File: src/rtl/gpio_pulpino_comm.sv
// Byte-serial bridge between a host 32-bit word interface and the PULPino 8-bit GPIO bus.
// In: 4 bytes, one per acknowledged turn code. Out: 4 captured bytes form one atomic 32-bit word.
module gpio_pulpino_comm (
    input  logic        clk,
    input  logic        reset_i,
    input  logic [31:0] read_data,
    input  logic        do_read,
    output logic [7:0]  gpio_data_in,
    output logic [1:0]  data_in_io_turn,
    input  logic [1:0]  data_in_pulpino_turn,
    output logic        data_in_done,
    input  logic [7:0]  gpio_data_out,
    input  logic [1:0]  data_out_pulpino_turn,
    output logic        data_out_io_turn,
    output logic [31:0] write_data,
    output logic        data_out_done
);

    typedef enum logic [2:0] {
        IN_IDLE  = 3'd0,
        IN_BYTE0 = 3'd1,
        IN_BYTE1 = 3'd2,
        IN_BYTE2 = 3'd3,
        IN_BYTE3 = 3'd4
    } in_state_t;

    typedef enum logic [1:0] {
        OUT_W0 = 2'd0,
        OUT_W1 = 2'd1,
        OUT_W2 = 2'd2,
        OUT_W3 = 2'd3
    } out_state_t;

    // Turn code for byte k; shared by both channels.
    function automatic logic [1:0] turn_code(input logic [1:0] k);
        logic [1:0] code;
        case (k)
            2'd0:    code = 2'b01;
            2'd1:    code = 2'b00;
            2'd2:    code = 2'b01;
            default: code = 2'b10;
        endcase
        return code;
    endfunction

    in_state_t   r_in_state;
    in_state_t   w_in_state_nxt;
    logic [31:0] r_in_word;
    logic [31:0] w_in_word_nxt;
    logic [1:0]  w_in_idx;
    logic        w_in_ack;
    logic        w_in_load;
    logic        w_in_done_nxt;
    logic [7:0]  w_gpio_in_nxt;
    logic [1:0]  w_in_io_turn_nxt;
    logic [7:0]  r_gpio_data_in;
    logic [1:0]  r_in_io_turn;
    logic        r_in_done;

    out_state_t  r_out_state;
    out_state_t  w_out_state_nxt;
    logic [1:0]  w_out_idx;
    logic [1:0]  w_out_turn;
    logic        w_out_match;
    logic [23:0] r_out_stage;
    logic [31:0] r_write_data;
    logic        r_out_io_turn;
    logic        r_out_done;

    always_comb begin
        w_in_idx = 2'd0;
        case (r_in_state)
            IN_BYTE1: w_in_idx = 2'd1;
            IN_BYTE2: w_in_idx = 2'd2;
            IN_BYTE3: w_in_idx = 2'd3;
            default:  w_in_idx = 2'd0;
        endcase
    end

    assign w_in_ack = (data_in_pulpino_turn == turn_code(w_in_idx));

    always_comb begin
        w_in_state_nxt = r_in_state;
        w_in_load      = 1'b0;
        w_in_done_nxt  = 1'b0;
        case (r_in_state)
            IN_IDLE: begin
                if (do_read) begin
                    w_in_state_nxt = IN_BYTE0;
                    w_in_load      = 1'b1;
                end
            end
            IN_BYTE0: if (w_in_ack) w_in_state_nxt = IN_BYTE1;
            IN_BYTE1: if (w_in_ack) w_in_state_nxt = IN_BYTE2;
            IN_BYTE2: if (w_in_ack) w_in_state_nxt = IN_BYTE3;
            IN_BYTE3: begin
                if (w_in_ack) begin
                    w_in_state_nxt = IN_IDLE;
                    w_in_done_nxt  = 1'b1;
                end
            end
            default: w_in_state_nxt = IN_IDLE;
        endcase
    end

    assign w_in_word_nxt = w_in_load ? read_data : r_in_word;

    // Outputs are decoded from the next state so they are valid right after the edge.
    always_comb begin
        w_gpio_in_nxt    = 8'h00;
        w_in_io_turn_nxt = 2'b00;
        case (w_in_state_nxt)
            IN_BYTE0: begin
                w_gpio_in_nxt    = w_in_word_nxt[7:0];
                w_in_io_turn_nxt = 2'b10;
            end
            IN_BYTE1: begin
                w_gpio_in_nxt    = w_in_word_nxt[15:8];
                w_in_io_turn_nxt = 2'b11;
            end
            IN_BYTE2: begin
                w_gpio_in_nxt    = w_in_word_nxt[23:16];
                w_in_io_turn_nxt = 2'b10;
            end
            IN_BYTE3: begin
                w_gpio_in_nxt    = w_in_word_nxt[31:24];
                w_in_io_turn_nxt = 2'b11;
            end
            default: begin
                w_gpio_in_nxt    = 8'h00;
                w_in_io_turn_nxt = 2'b00;
            end
        endcase
    end

    always_ff @(posedge clk) begin
        if (!reset_i) begin
            r_in_state     <= IN_IDLE;
            r_in_word      <= 32'h0;
            r_gpio_data_in <= 8'h00;
            r_in_io_turn   <= 2'b00;
            r_in_done      <= 1'b0;
        end else begin
            r_in_state     <= w_in_state_nxt;
            r_in_word      <= w_in_word_nxt;
            r_gpio_data_in <= w_gpio_in_nxt;
            r_in_io_turn   <= w_in_io_turn_nxt;
            r_in_done      <= w_in_done_nxt;
        end
    end

    assign w_out_idx   = r_out_state;
    assign w_out_turn  = turn_code(w_out_idx);
    assign w_out_match = (data_out_pulpino_turn == w_out_turn);

    always_comb begin
        w_out_state_nxt = r_out_state;
        if (w_out_match) begin
            case (r_out_state)
                OUT_W0:  w_out_state_nxt = OUT_W1;
                OUT_W1:  w_out_state_nxt = OUT_W2;
                OUT_W2:  w_out_state_nxt = OUT_W3;
                default: w_out_state_nxt = OUT_W0;
            endcase
        end
    end

    // The last byte bypasses staging so write_data updates in one edge.
    always_ff @(posedge clk) begin
        if (!reset_i) begin
            r_out_state   <= OUT_W0;
            r_out_stage   <= 24'h0;
            r_write_data  <= 32'h0;
            r_out_io_turn <= 1'b0;
            r_out_done    <= 1'b0;
        end else begin
            r_out_state <= w_out_state_nxt;
            r_out_done  <= 1'b0;
            if (w_out_match) begin
                r_out_io_turn <= w_out_turn[0];
                case (r_out_state)
                    OUT_W0: r_out_stage[7:0]   <= gpio_data_out;
                    OUT_W1: r_out_stage[15:8]  <= gpio_data_out;
                    OUT_W2: r_out_stage[23:16] <= gpio_data_out;
                    default: begin
                        r_write_data <= {gpio_data_out, r_out_stage};
                        r_out_done   <= 1'b1;
                    end
                endcase
            end
        end
    end

    assign gpio_data_in     = r_gpio_data_in;
    assign data_in_io_turn  = r_in_io_turn;
    assign data_in_done     = r_in_done;
    assign data_out_io_turn = r_out_io_turn;
    assign write_data       = r_write_data;
    assign data_out_done    = r_out_done;

endmodule

File: config.mk
export PLATFORM = sky130hd
export DESIGN_NAME = gpio_pulpino_comm
export DESIGN_NICKNAME = d
export VERILOG_FILES = /design/src/rtl/gpio_pulpino_comm.sv
export SDC_FILE = /design/constraint.sdc
export NUM_CORES = 1
export LEC_CHECK = 0
export BUFFER_PORTS_ARGS = -buffer_cell sky130_fd_sc_hd__buf_2
export CAP_MARGIN = 20
export CORE_ASPECT_RATIO = 0.6
export CORE_MARGIN = 3
export CORE_UTILIZATION = 55
export DETAILED_ROUTE_END_ITERATION = 7
export GPL_ROUTABILITY_DRIVEN = 0
export HOLD_SLACK_MARGIN = 0.08
export PLACE_DENSITY = 0.88
export SYNTH_ARGS = -nofsm -noshare
export SYNTH_HDL_FRONTEND = slang
export SYNTH_SLANG_ARGS = --single-unit
export TNS_END_PERCENT = 100
File: constraint.sdc
create_clock -name clk -period 2.9 [get_ports clk]
set_input_delay 0.29 -clock clk [delete_from_list [all_inputs] [get_ports clk]]
set_output_delay 0.29 -clock clk [all_outputs]
set_load 0.02 [all_outputs]
# Word level (Yosys, flattened, before mapping)
# Index checks and enable logic that the tools add are counted.
# word_totals
regBits,106
in_bits,47
output_inout_bits,45
elab_cells,58
# classes
eq_ne,14
n_mux,17
bitwise,1
n_reduce_logical,14
# op_table
op,n
2-to-1 mux 32 bit,1
one-hot mux 8 bit (4 select lines),1
2-to-1 mux 3 bit,5
one-hot mux 3 bit (5 select lines),1
"equality test 3 x 2 -> 1 bit, second input constant",4
one-hot mux 2 bit (2 select lines),3
one-hot mux 2 bit (3 select lines),2
AND reduction 2 bit,6
OR reduction 2 bit,4
"equality test 3 x 1 -> 1 bit, second input constant",2
"equality test 3 bit, second input constant",2
"equality test 2 x 1 -> 1 bit, second input constant",2
equality test 2 bit,2
"equality test 2 bit, second input constant",2
logical NOT 2 bit,2
2-to-1 mux 1 bit,4
logical NOT 3 bit,1
OR reduction 3 bit,1
NOT 1 bit,1

# Depth between registers and ports, before layout
# Gate-level depths: netlist of run 1.
# depth
ltp_word,11
depth_mapped,7
ltp_nobuf,6

# Least setup slack after synthesis of run 1
# No wires, ideal clock.
# synth_timing
kind,flip-flop to flip-flop
startpoint,"register, netlist name data_out_io_turn"
endpoint,register r_write_data[1] (netlist: write_data[1])
arrival_ns,1.806
required_time_ns,2.778
slack_ns,0.972
stages_incl_launch_ff,8
synth_period_minus_slack_ns,1.928
path_cell_list,dfxtp_1 inv_1 ha_1 or3_1 a21o_1 clkbuf_1 nand2_1 a21boi_0
# synth_rtl
element,line_no,rtl
"end signal, assigned",186,"r_write_data <= {gpio_data_out, r_out_stage};"
"end, declared",66,logic [31:0] r_write_data;

==> metrics, run 1 <==
status=finished clean; Root Driver=clkbuf_16; Vias/cell=5.32; Syn Nets=approximately 470; Port Buffers=91; RR Endpoint=write_data[20]; # resized after CTS=0; Worst Tran Pin Value=1.06 ns; commonest non-fill, non-tap cells in the layout=105 x dfxtp_1, 91 x buf_2, 68 x nand2_1; routed length per placed instance=about 16 um; largest area contributor in the netlist=dfxtp_1; synthesis warning total=0; DRC violation count after routing=0; Worst Setup Start Kind=register; DPL Wire Length=between 6 and 7 mm; Worst-path clk slew=0.06 ns; Netlist cell types=39; initial core utilization=between 50% and 60%; hold buffer count at CTS=0; Worst R2R Setup Slack=0.53 ns; floorplan row count=24; DR vias=3218; Mapped Cells=416; Clock Path Buffers=2; Core Footprint=7330 um2; WHS=0.240 ns; Leakage=~0.0022 uW; worst-skew pair later-pin latency=0.34 ns; Post-Route WL=between 9 and 10 mm; most area-consuming cells after synthesis=dfxtp_1 50%, mux2i_1 14%, nor2b_1 7.9%; DRT iter0 DRCs=between 200 and 300; top-area cell type share of the netlist area=50.0%; cell count after placement=between 500 and 600; critical setup path kind=reg -> reg; Chip Height=73.7 um; critical path arrival=2.64 ns; DIE AREA=8770 um2; Num CTS Buffers=9; Pre-antenna DRT Iters=5; gr ovfl total=0; crit path time final=2.37 ns; I/O pin cnt=92; TNS Setup=0 ns; die width=119 um; Global Route Usage Sum=21.9%; ys async rst share=0%; vias in the first global route=2981; Worst R2R Start=data_out_io_turn; count of nets after finishing=between 500 and 600; end point of the critical path=write_data[20]; fmax=422 MHz; Slew Viols, Final=0; hold crit path type=in -> reg; Syn Area/Cell=10.1 um2; Worst EP required=3.17 ns; max cap viols=0; number of setup buffers added after CTS=0; synthesized area=4210 um2; Hold Vio Cnt, Final=0; final non-filler cell total=605; initial antenna violation count=0; Post-DRT Antenna Nets=0; pin count of the biggest net entering global routing=96; Slew headroom=29.6%; CP endpoint kind=register; Critical Path Start=data_out_io_turn; top_reg_cell synth=dfxtp_1; share of cells above drive strength 1=between 20% and 30%; Power per Cell Area=616 nW/um2; # diodes=0; Seq/Total Area, Yosys=about half; final setup vio count=0; fin crit share=81.7%; CP max FO=32; Worst R2R Path Depth=6; clk sink count=105; Syn-to-layout area delta=18.4%; commonest non-fill, non-tap cell in the layout=dfxtp_1; first-pass GRT wire length=14.9 mm; CTS tree=done; #FFs+latches synth=~110; Peak VDD IR=0.488 mV; number of synthesized flops with an enable pin=0; unrepaired setup endpoints after global routing=no; clk_skew=0.00509 ns; htree depth=3
[report_power, final]
part           switching, uW  internal [uW]
clock network            501            691
logic                    191            157
registers               29.3           1500
total                    722           2350
[per-stage QoR]
| stage | cell area, um2 | total power [uW] | util (%) | setup slack [ns] |
|---|---|---|---|---|
| after floorplan | 4210 | 1800 | - | 0.972 |
| after global placement | 4690 | 1890 | 64.0 | 0.732 |
| after detailed placement | 4690 | 1910 | 64.0 | 0.562 |
| after CTS | 4980 | 3090 | 68.0 | 0.534 |
| after global routing | 4980 | 3190 | 68.0 | 0.298 |
| final | 4980 | 3070 | 68.0 | 0.531 |
[state kept, by name (all words and copies together) (netlist names)]
| name | cells |
|---|---|
| r_out_stage | 24 |
| r_in_state | 3 |
| data_out_io_turn | 1 |
| data_out_done | 1 |
| gpio_data_in | 8 |
| r_out_state | 1 |
| write_data | 32 |
| data_in_io_turn | 2 |
| r_in_word | 32 |
| data_in_done | 1 |
[synth_stat cells (all sizes together), types with 2 or more instances]
cell      n
and2      3
mux2i    57
clkbuf   15
nor2b    53
nand3     3
buf      10
dfxtp   105
o22ai     8
o21a      9
a21boi   32
ha        4
nand2b    5
o32ai     8
nor2      4
and2b     6
xnor2     2
a21oi     4
inv       3
nand2    68
o21ai     2
[critical path, cell delays in order (launching register included)]
cell	delay, ns
dfxtp_1	0.43
inv_1	0.09
ha_1	0.27
o21ai_0	0.28
a21o_1	0.87
nand2_1	0.15
a21boi_1	0.20
[logic make-up after synthesis]
logic type / Yosys count / synth area share, %
AOI/OAI and AO/OA: 71 / 12.9
xor gates and xnor gates: 2 / 0.416
adders and majority gates: 4 / 1.19
buffers and inverters: 28 / 3.51
DFF: 105 / 50.0
muxes: 57 / 13.6
and+or+nand+nor: 149 / 18.5
[how the worst min path moves through the flow]
stage / from / cells after the start / to / slack, ns
3_3_place_gp: r_out_stage[20] / 2 / write_data[20] / 0.44
6_report: gpio_data_out[1] / 3 / write_data[25] / 0.24
5_1_grt: gpio_data_out[1] / 3 / write_data[25] / 0.24
2_1_floorplan: gpio_data_out[0] / 2 / write_data[24] / 0.42
3_5_place_dp: write_data[4] / 2 / write_data[4] / 0.44
4_1_cts: gpio_data_out[0] / 3 / write_data[24] / 0.22
[area by class of cell]
type / instances / area (um2)
multi-input combinational: 283 / 1960
inverter: 3 / 11.3
sequential: 105 / 2100
clock buffer: 13 / 250
fill: 609 / 2350
timing repair buffer: 94 / 490
clock inverter: 3 / 40.0
tap: 104 / 130
[per-layer routing]
metal | track usage [%] | vias up | wire length, um
met5 | 0 | - | 0
li1 | - | 1568 | -
met2 | 30.9 | 110 | 4170
met4 | 5.65 | 0 | 102
met1 | 31.6 | 1523 | 4730
met3 | 7.77 | 17 | 663
Power figures use the tool's default switching activity.
==> run 2, diff against run 1 <==
Settings changed: CORE_UTILIZATION 55 to 54, PLACE_DENSITY 0.88 to 0.86.
Clock period 2.9 ns to 2.3 ns, I/O delays scaled along.
==> run 2 against run 1 <==
Net effect:
- sequential power increased by 26%
- fmax increased by 16%
- first-iteration DRC count decreased by 31%
- cell count increased by 1.2%
==> metrics, run 2 (synthesized netlist as in run 1, its figures left out) <==
Clock Power Share=39.1% (was 38.8%); crit path max-delay cell type=dfxtp_1 (was a21o_1); htree depth=3 (unchanged); Post-DRT Antenna Nets=0 (unchanged); Worst-path clk slew=0.07 ns (was 0.06 ns); routed length per placed instance=15.9 um (was 16.0 um); Slew headroom=44.7% (was 29.6%); vias in the first global route=3022 (was 2981); worst-skew pair later-pin latency=0.34 ns (about the same); Global Route Usage Sum=22.0% (was 21.9%); CP endpoint kind=register (unchanged); DRC violation count after routing=0 (unchanged); Int Pwr=2970 uW (was 2350 uW); max cap viols=0 (unchanged); crit-path cells=inv_1 -> ha_1 -> o21ai_0 -> a21o_1 -> buf_4 -> nand2_1 -> a21boi_0 (was inv_1 -> ha_1 -> o21ai_0 -> a21o_1 -> nand2_1 -> a21boi_1); TNS Setup=0 ns (unchanged); count of nets after finishing=554 (was 547); fmax=488 MHz (was 422 MHz); Worst Tran Pin Value=0.830 ns (was 1.06 ns); Power per Cell Area=772 nW/um2 (was 616 nW/um2); CP max FO=25 (was 32); Worst EP required=2.56 ns (was 3.17 ns); Leakage=0.00222 uW (was 0.00220 uW); hold buffer count at CTS=0 (unchanged); status=finished clean (unchanged); initial core utilization=56.7% (was 57.4%); die width=120 um (was 119 um); commonest non-fill, non-tap cells in the layout=105 x dfxtp_1, 91 x buf_2, 68 x nand2_1 (unchanged); first-pass GRT wire length=15.3 mm (was 14.9 mm); critical path arrival=2.30 ns (was 2.64 ns); number of setup buffers added after CTS=0 (unchanged); Chip Height=74.4 um (was 73.7 um); logic gate share of total power=11.3% (was 11.4%); Core Footprint=7420 um2 (was 7330 um2); share of cells above drive strength 1=23.6% (was 22.4%); initial antenna violation count=0 (unchanged); Vias/cell=5.23 (was 5.32); # diodes=0 (unchanged); Worst Setup Start Kind=register (unchanged); DPL Wire Length=6.95 mm (was 6.96 mm); critical setup path kind=reg -> reg (unchanged); final non-filler cell total=612 (was 605); Slew Viols, Final=0 (unchanged); Place WS=0.236 ns (was 0.562 ns); Switching Fraction=23.7% (was 23.5%); total net switching power=923 uW (was 722 uW); Flop pwr share=49.6% (was 49.8%); unrepaired setup endpoints after global routing=no (unchanged); floorplan row count=24 (unchanged); crit path time final=2.05 ns (was 2.37 ns); commonest non-fill, non-tap cell in the layout=dfxtp_1 (unchanged); Syn-to-layout area delta=19.9% (was 18.4%); DR vias=3198 (was 3218); Hold Vio Cnt, Final=0 (unchanged); DIE AREA=8920 um2 (was 8770 um2); fin worst setup slack=0.253 ns (was 0.531 ns); Post-Route WL=9.72 mm (was 9.67 mm); cell count after placement=596 (was 589); Port Buffers=91 (unchanged); final setup vio count=0 (unchanged); DRT iter0 DRCs=187 (was 271); Pre-antenna DRT Iters=4 (was 5); CTS tree=done (unchanged); gr ovfl total=0 (unchanged); clk_skew=0.00388 ns (was 0.00509 ns); Clock Path Buffers=2 (unchanged); fin crit share=89.0% (was 81.7%); # resized after CTS=0 (unchanged); I/O pin cnt=92 (unchanged); Peak VDD IR=0.570 mV (was 0.488 mV); max incr delay on CP=0.41 ns (was 0.87 ns); hold crit path type=in -> reg (unchanged); Root Driver=clkbuf_16 (unchanged); # fillers=601 (was 609); clk sink count=105 (unchanged); Num CTS Buffers=9 (unchanged); pin count of the biggest net entering global routing=96 (unchanged)
run 2: final timing paths:
check | from | endpoint | slack [ns] | depth (start not counted)
setup / recovery | data_out_io_turn | write_data[0] | 0.25 | 7
hold / removal | read_data[20] | r_in_word[20] | 0.18 | 3
hold reg to reg | write_data[4] | write_data[4] | 0.45 | 2
setup reg to reg | data_out_io_turn | write_data[0] | 0.25 | 7
run 2: per-stage QoR:
stage	area (um2)	hold slack [ns]	power (uW)	util, %
final	5040	0.181	3890	68.0
after global routing	5040	0.186	4030	68.0
after CTS	5040	0.178	3910	68.0
after detailed placement	4740	0.444	2410	64.0
after global placement	4740	0.436	2380	64.0
after floorplan	4210	0.365	2270	-
run 2: final cells by class:
class | instances | area (um2) | area share, %
Multi-Input combinational cell | 283 | 1960 | 38.8
Sequential cell | 105 | 2100 | 41.7
Clock inverter | 4 | 52.6 | 1.04
Timing Repair Buffer | 101 | 543 | 10.8
Tap cell | 104 | 130 | 2.58
Clock buffer | 12 | 246 | 4.89
Inverter | 3 | 11.3 | 0.223
run 2: power by group through the flow:
stage	Combinational [uW]	Clock, uW	Sequential, uW
2_1_floorplan	302	0	1970
3_3_place_gp	421	0	1960
3_5_place_dp	436	0	1970
4_1_cts	439	1550	1930
5_1_grt	476	1620	1940
6_report	440	1520	1930
run 2: layer usage:
layer,GRT usage [%],vias to the layer above,wire (um),share of wire (%)
li1,-,1589,-,-
met4,6.73,0,78,0.80
met3,5.70,9,566,5.8
met1,32.4,1518,4990,51
met5,0,-,0,0
met2,32.0,82,4080,42
run 2: worst max-delay path: cells and delay by family, from the launching register on:
family | cells | cell delay, ns
fa+ha+maj | 1 | 0.27
buf+inv | 2 | 0.41
compound gates | 3 | 0.79
flops | 1 | 0.41
simple gates | 1 | 0.08
